--- src/rtl/overdrive_pkg.sv ---
// -----------------------------------------------------------------------------
// overdrive_pkg
// Shared types and defaults for the overdrive pipeline and its clipper.
//   od_mode_e    : clip mode selector (BYPASS, HARD, SOFT, reserved -> HARD)
//   DATA_W_DEF   : default sample width
//   GAIN_W_DEF   : default gain code width
//   SOFT_SHR_DEF : default soft-clip knee shift
//   PIPE_LAT     : cycles from input acceptance to out_valid
// -----------------------------------------------------------------------------
package overdrive_pkg;

  typedef enum logic [1:0] {
    OD_BYPASS = 2'd0,
    OD_HARD   = 2'd1,
    OD_SOFT   = 2'd2,
    OD_RSVD   = 2'd3
  } od_mode_e;

  localparam int DATA_W_DEF   = 16;
  localparam int GAIN_W_DEF   = 3;
  localparam int SOFT_SHR_DEF = 2;
  localparam int PIPE_LAT     = 3;

endpackage

--- src/rtl/od_clipper.sv ---
// -----------------------------------------------------------------------------
// od_clipper
// Combinational third-stage clip function. Works on the magnitude of the
// full-precision product and reapplies the sign, so the result is always
// symmetric and never reaches negative full scale.
//   i_prod    : signed product, DATA_W+GAIN_W+1 bits
//   i_thr     : effective clip magnitude T (already limited to max positive)
//   i_mode    : clip mode; anything other than BYPASS/SOFT behaves as HARD
//   o_sample  : clipped/limited sample; only meaningful when o_clipped is set
//   o_clipped : product magnitude exceeded T and the result was altered
// -----------------------------------------------------------------------------
module od_clipper
  import overdrive_pkg::*;
#(
  parameter int DATA_W   = DATA_W_DEF,
  parameter int GAIN_W   = GAIN_W_DEF,
  parameter int SOFT_SHR = SOFT_SHR_DEF
) (
  input  logic [DATA_W+GAIN_W:0] i_prod,
  input  logic [DATA_W-1:0]      i_thr,
  input  od_mode_e               i_mode,
  output logic [DATA_W-1:0]      o_sample,
  output logic                   o_clipped
);

  localparam int P_W = DATA_W + GAIN_W + 1;
  localparam logic [DATA_W-1:0] MAX_POS = {1'b0, {(DATA_W-1){1'b1}}};
  localparam logic [P_W-1:0]    MAX_EXT = {{(GAIN_W+1){1'b0}}, MAX_POS};

  logic              w_neg;
  logic [P_W-1:0]    w_mag;
  logic [P_W-1:0]    w_thr;
  logic [P_W-1:0]    w_excess;
  logic [P_W-1:0]    w_soft;
  logic [DATA_W-1:0] w_lim;

  // Magnitude of the product; the product range never includes the most
  // negative P_W-bit value, so the negation cannot overflow.
  assign w_neg    = i_prod[P_W-1];
  assign w_mag    = w_neg ? (~i_prod + P_W'(1)) : i_prod;
  assign w_thr    = {{(GAIN_W+1){1'b0}}, i_thr};
  assign w_excess = w_mag - w_thr;
  assign w_soft   = w_thr + (w_excess >> SOFT_SHR);

  // Pick the limited magnitude for the active mode, then restore the sign.
  // Soft knee output can exceed the sample range at high gain, so it is
  // saturated to the largest positive magnitude before the sign goes back on.
  always_comb begin
    o_clipped = (i_mode != OD_BYPASS) && (w_mag > w_thr);
    if (i_mode == OD_SOFT) begin
      w_lim = (w_soft > MAX_EXT) ? MAX_POS : w_soft[DATA_W-1:0];
    end else begin
      w_lim = i_thr;
    end
    o_sample = w_neg ? (~w_lim + DATA_W'(1)) : w_lim;
  end

endmodule

--- src/rtl/overdrive_pipeline.sv ---
// -----------------------------------------------------------------------------
// overdrive_pipeline
// Three-stage overdrive for the pedal-board chain: register + gain ramp,
// full-precision multiply, then hard/soft clip or bypass. Valid/ready on
// both sides; a stall at the output freezes the whole pipe.
//   CLK, RESET_N             : clock, synchronous active-low reset
//   in_valid/in_ready        : input handshake
//   input_frame              : signed input sample
//   gain                     : target gain code (multiplier = gain_cur+1)
//   mode                     : od_mode_e encoding
//   threshold                : clip magnitude; MSB set means max positive
//   out_valid/out_ready      : output handshake
//   output_frame             : signed processed sample
//   clip_cnt                 : saturating count of clipped samples leaving
//                              the block (only with OVERDRIVE_CLIP_STATS_EN)
// Build option: define OVERDRIVE_CLIP_STATS_EN to add clip_cnt.
// -----------------------------------------------------------------------------
module overdrive_pipeline
  import overdrive_pkg::*;
#(
  parameter int DATA_W   = DATA_W_DEF,
  parameter int GAIN_W   = GAIN_W_DEF,
  parameter int SOFT_SHR = SOFT_SHR_DEF
) (
  input  logic              CLK,
  input  logic              RESET_N,
  input  logic              in_valid,
  output logic              in_ready,
  input  logic [DATA_W-1:0] input_frame,
  input  logic [GAIN_W-1:0] gain,
  input  logic [1:0]        mode,
  input  logic [DATA_W-1:0] threshold,
  output logic              out_valid,
  input  logic              out_ready,
  output logic [DATA_W-1:0] output_frame
`ifdef OVERDRIVE_CLIP_STATS_EN
  ,
  output logic [15:0]       clip_cnt
`endif
);

  localparam int P_W = DATA_W + GAIN_W + 1;

  logic              w_stall;
  logic              w_accept;
  logic [GAIN_W-1:0] w_gainNext;
  logic [DATA_W-1:0] w_thrEff;
  logic [GAIN_W:0]   w_mult;
  logic [P_W-1:0]    w_dataExt;
  logic [P_W-1:0]    w_multExt;
  logic [P_W-1:0]    w_prod;
  logic [DATA_W-1:0] w_clipSample;
  logic              w_clipped;
  logic [DATA_W-1:0] w_s3Sample;

  logic [GAIN_W-1:0] r_gainCur;
  logic              r_s1Valid;
  logic [DATA_W-1:0] r_s1Data;
  od_mode_e          r_s1Mode;
  logic [DATA_W-1:0] r_s1Thr;
  logic [GAIN_W-1:0] r_s1Gain;
  logic              r_s2Valid;
  logic [P_W-1:0]    r_s2Prod;
  logic [DATA_W-1:0] r_s2Data;
  od_mode_e          r_s2Mode;
  logic [DATA_W-1:0] r_s2Thr;
  logic              r_s3Valid;
  logic [DATA_W-1:0] r_outFrame;
  logic              r_s3Clip;

  // Handshake: a held result at the output freezes every stage.
  assign w_stall  = r_s3Valid & ~out_ready;
  assign in_ready = RESET_N & ~w_stall;
  assign w_accept = in_valid & in_ready;

  // Gain slews one code per accepted sample toward the target.
  assign w_gainNext = (gain > r_gainCur) ? (r_gainCur + GAIN_W'(1)) :
                      (gain < r_gainCur) ? (r_gainCur - GAIN_W'(1)) :
                                           r_gainCur;

  assign w_thrEff = threshold[DATA_W-1] ? {1'b0, {(DATA_W-1){1'b1}}} : threshold;

  // Both operands are extended to the full product width so the low P_W
  // bits of the plain multiply are the exact signed product.
  assign w_mult    = {1'b0, r_s1Gain} + (GAIN_W+1)'(1);
  assign w_dataExt = {{(GAIN_W+1){r_s1Data[DATA_W-1]}}, r_s1Data};
  assign w_multExt = {{(DATA_W){1'b0}}, w_mult};
  assign w_prod    = w_dataExt * w_multExt;

  od_clipper #(
    .DATA_W  (DATA_W),
    .GAIN_W  (GAIN_W),
    .SOFT_SHR(SOFT_SHR)
  ) u_clipper (
    .i_prod   (r_s2Prod),
    .i_thr    (r_s2Thr),
    .i_mode   (r_s2Mode),
    .o_sample (w_clipSample),
    .o_clipped(w_clipped)
  );

  // Unclipped HARD/SOFT products already fit the sample width because
  // their magnitude is at most T; bypass passes the raw registered input.
  assign w_s3Sample = w_clipped              ? w_clipSample :
                      (r_s2Mode == OD_BYPASS) ? r_s2Data     :
                                                r_s2Prod[DATA_W-1:0];

  // Pipeline registers. Everything advances together when not stalled, so
  // the stage valids simply shift; reset drops all in-flight samples.
  always_ff @(posedge CLK) begin
    if (!RESET_N) begin
      r_gainCur  <= '0;
      r_s1Valid  <= 1'b0;
      r_s2Valid  <= 1'b0;
      r_s3Valid  <= 1'b0;
      r_outFrame <= '0;
      r_s3Clip   <= 1'b0;
    end else if (!w_stall) begin
      r_s1Valid <= w_accept;
      if (w_accept) begin
        r_s1Data  <= input_frame;
        r_s1Mode  <= od_mode_e'(mode);
        r_s1Thr   <= w_thrEff;
        r_gainCur <= w_gainNext;
        r_s1Gain  <= w_gainNext;
      end
      r_s2Valid <= r_s1Valid;
      r_s2Prod  <= w_prod;
      r_s2Data  <= r_s1Data;
      r_s2Mode  <= r_s1Mode;
      r_s2Thr   <= r_s1Thr;
      r_s3Valid <= r_s2Valid;
      if (r_s2Valid) begin
        r_outFrame <= w_s3Sample;
        r_s3Clip   <= w_clipped;
      end
    end
  end

  assign out_valid    = r_s3Valid;
  assign output_frame = r_outFrame;

`ifdef OVERDRIVE_CLIP_STATS_EN
  logic [15:0] r_clipCnt;

  // Count clipped results as they actually leave; hold at all-ones.
  always_ff @(posedge CLK) begin
    if (!RESET_N) begin
      r_clipCnt <= '0;
    end else if (r_s3Valid && out_ready && r_s3Clip && (r_clipCnt != 16'hFFFF)) begin
      r_clipCnt <= r_clipCnt + 16'd1;
    end
  end

  assign clip_cnt = r_clipCnt;
`else
  // Without the statistics option the clip flag only selects the output.
  logic w_unusedClip;
  assign w_unusedClip = r_s3Clip;
`endif

endmodule

--- config.mk ---
export PLATFORM = sky130hd
export DESIGN_NAME = overdrive_pipeline
export DESIGN_NICKNAME = d
export VERILOG_FILES = /design/src/rtl/overdrive_pkg.sv /design/src/rtl/od_clipper.sv /design/src/rtl/overdrive_pipeline.sv
export SDC_FILE = /design/constraint.sdc
export NUM_CORES = 1
export LEC_CHECK = 0
export ABC_AREA = 1
export CELL_PAD_IN_SITES_DETAIL_PLACEMENT = 0
export CELL_PAD_IN_SITES_GLOBAL_PLACEMENT = 2
export CORE_MARGIN = 4
export CORE_UTILIZATION = 33
export DETAILED_ROUTE_END_ITERATION = 16
export PLACE_DENSITY_LB_ADDON = 0.2
export SLEW_MARGIN = 25
export SYNTH_ARGS = -nofsm -noshare
export SYNTH_HDL_FRONTEND = slang
export SYNTH_SLANG_ARGS = --single-unit
--- constraint.sdc ---
create_clock -name CLK -period 4.5 [get_ports CLK]
set_clock_uncertainty 0.05 [all_clocks]
set_input_delay 0.675 -clock CLK [delete_from_list [all_inputs] [get_ports CLK]]
set_output_delay 0.675 -clock CLK [all_outputs]
set_load 0.05 [all_outputs]
==> flow_summary.yaml <==
setup_path:
  cp_common_cell: "nand3_2"
  max_stage_delay_ns: 0.45
  cp_slowest_cell: "edfxtp_1"
  critPathLaunchType: "flop"
  rr_startpoint: "r_s2Prod[5]"
  path_max_fanout: 7
  worstSetupEndpointType: "flop"
  required_ns: 4.75
  reg2regPathDepth: 32
  reg2reg_slack_ns: -0.32
  path_class: "reg2reg"
  r2r_end: "output_frame[12]"
  crit_arrival_ns: 5.07
synthesis:
  yosys_warnings: 0
  synth_top_area_share_pct: 31.04
  synth-seq-area-share_pct: 36.15
  ys_types: 47
  avgSynthCellArea_um2: 8.442
  ys_seq_elements: 111
  yosysMostFrequentCell: "nand2_1"
  synth_enable_flop_cells: 89
  syn_area_um2: 8611
  synth_flop_cell: "edfxtp_1"
  synth.largest_area_cell: "edfxtp_1"
  async_reset_ff_share_pct: 0
  synthesis.nets: 1153
  syn-instance-count: 1020
  synth_top_cells_by_count: "217 x nand2_1, 135 x inv_1, 97 x nor2_1, 89 x edfxtp_1, 63 x nand3_1"
  ys_top_cells_by_area: "edfxtp_1 31%, nand2_1 9.5%, ha_1 8.4%"
place:
  dp_slack_ns: -0.5013
  hpwl_mm: 19.81
  globalplace.congestion: 0.8714
  place.port_buffers: 58
worst_hold_path:
  hp-start: "r_s1Thr[7]"
  holdPathEnd: "r_s2Thr[7]"
  hold_depth: 0
  hold_class: "reg2reg"
timing:
  post-route-min-period_ns: 4.820
  hold_viol_final: 0
  rsz0062_at_grt: "true"
  maxSlewViolCount: 0
  fmax_mhz: 207.5
  setup_ws_ns: -0.3201
  fin_crit_sh_pct: 107.1
  setup_viol: 15
  relSlewSlack_pct: 40.23
  tightestPinTransition_ns: 0.8966
  fin_tns_setup_ns: -3.494
global_routing:
  grt_pass1_vias: 7475
  grt_usage_pct: 17.44
  grt-ovfl-total: 0
  grt_max_degree: 54
  grt_pass1_wl_mm: 39.34
  grt_antenna_before_repair: 1
final_layout:
  drive_above_1_share_pct: 30.97
  area_growth_pct: 39.78
  n_fill_cell: 2560
  antennaDiodeCount: 0
  final_nets: 1400
route:
  drt_wl_total_mm: 24.86
  antenna_left: 0
  initialDrtViolationCount: 400
  drtPass1Iterations: 4
  drc_errors: 0
  wl_per_cell_um: 15.52
  num_vias: 7532
  avgViaCountPerCell: 4.702
floorplan:
  core_area_um2: 25400
  die_w_um: 169.5
  num_io_pins: 59
  fp.dieH_um: 169.5
  start_util_pct: 33.90
  die_area_um2: 28740
  row_count: 58
outcome:
  run_status: "finished with violations"
  violations: "setup timing"
clock_tree:
  htree_num_levels: 3
  clk_pin_slew_ns: 0.09
  cts_root_buf: "clkbuf_16"
  clk_latency_ns: 0.37
  tritoncts: "done"
  clock-sinks: 111
  cts_buffers: 9
  clockBufferDepth: 2
job:
  drv_cap: 0
-- cell type report --
cell class,count,area [um2],area share [%]
flip-flops and latches,111,3113,25.86
multi-input cells,743,5416,45.00
repair buffers,261,2221,18.45
inverters,141,531.8,4.418
clock buffers,11,275.3,2.287
well taps,330,412.9,3.430
clock inverters,5,66.31,0.5509
-- state kept, by name, summed over array words and instances, names as in the netlist --
signal,count
r_s2Prod,20
r_s1Valid,1
out_valid,1
r_gainCur,3
r_s2Valid,1
r_s2Data,16
r_s2Mode,2
r_s1Data,16
r_s2Thr,15
r_s1Mode,2
r_s1Thr,15
output_frame,16
r_s1Gain,3
-- stage by stage --
step,hold slack (ns),area [um2],cells,utilization (%)
finish,0.3709,12040,1602,47.39
global route,0.3816,12040,1602,47.39
floorplan,0.3503,8651,1020,-
detailed placement,0.3545,10730,1542,42.25
global placement,0.3535,10730,1542,42.25
CTS,0.3722,11520,1587,45.35
-- worst max path at each step --
stage | cells after the start | endpoint | slack (ns) | start
after global routing | 32 | output_frame[12] | -0.66 | r_s2Prod[4]
final | 32 | output_frame[12] | -0.32 | r_s2Prod[5]
after global placement | 33 | output_frame[14] | -0.46 | r_s2Prod[1]
after detailed placement | 32 | output_frame[9] | -0.50 | r_s2Prod[0]
after floorplan | 26 | r_s2Prod[18] | 0.0007 | r_s1Gain[0]
after CTS | 32 | output_frame[14] | -0.33 | r_s2Prod[4]
-- cell usage in the layout (no fill, tap or decap), types with 3 or more instances in the layout --
cell type        count
nand3_2             14
o21ai_2              9
a21oi_4              3
nand4_1             20
dfxtp_1             22
clkbuf_16           11
a21oi_2             16
nand2_4              9
inv_1              124
o31ai_1              3
o21ai_1              6
nand4_2              4
nor2_2               9
or2_2               18
clkinv_1             3
a31oi_1              6
o211ai_1             5
buf_4              190
nand2_1            182
ha_4                10
edfxtp_1            89
fa_1                33
clkdlybuf4s50_1     58
buf_6                5
nand2_2             40
xor2_1              45
clkinv_8             3
nor3_1               4
inv_2               13
nor2_1              87
o21ai_0             20
ha_1                46
nand3_1             51
xnor2_1             20
nor2_4               9
a21oi_1             43
buf_12               5
-- per-layer routing --
metal / global-route usage [%] / wire (um) / up-vias
met5: 0 / 11 / -
met4: 3.395 / 287 / 2
met3: 2.655 / 981 / 19
met2: 27.94 / 11400 / 120
met1: 25.26 / 12180 / 3529
li1: - / - / 3862
-- worst max-delay path: cells and delay by family, from the launching register on --
family / cells / cell delay (ns)
fa+ha+maj: 2 / 0.67
buf+inv: 4 / 0.46
simple gates: 18 / 1.83
flops: 1 / 0.45
compound gates: 6 / 0.92
xor+xnor: 2 / 0.37
-- cells by family (layout without fill, tap and decap cells) --
logic type,Yosys count,after routing,synth area share (%)
AO/OA/AOI/OAI,129,129,8.719
XOR/XNOR,67,67,6.902
adder cells (fa/ha/maj),92,92,16.33
AND/OR/NAND/NOR,455,455,24.28
flip-flops,111,111,36.15
buffers and inverters,166,418,7.614
-- what timing repair did --
item	4_1_cts	5_1_grt
hold buffers	0	0
gates cloned	1	0
endpoints found under the setup margin	17	20
buffers inserted	28	15
pin swaps	47	81
gates resized for setup	62	89
Power is not shown: default switching activity piles up to over one toggle a cycle in this logic, so the estimate is an artifact.
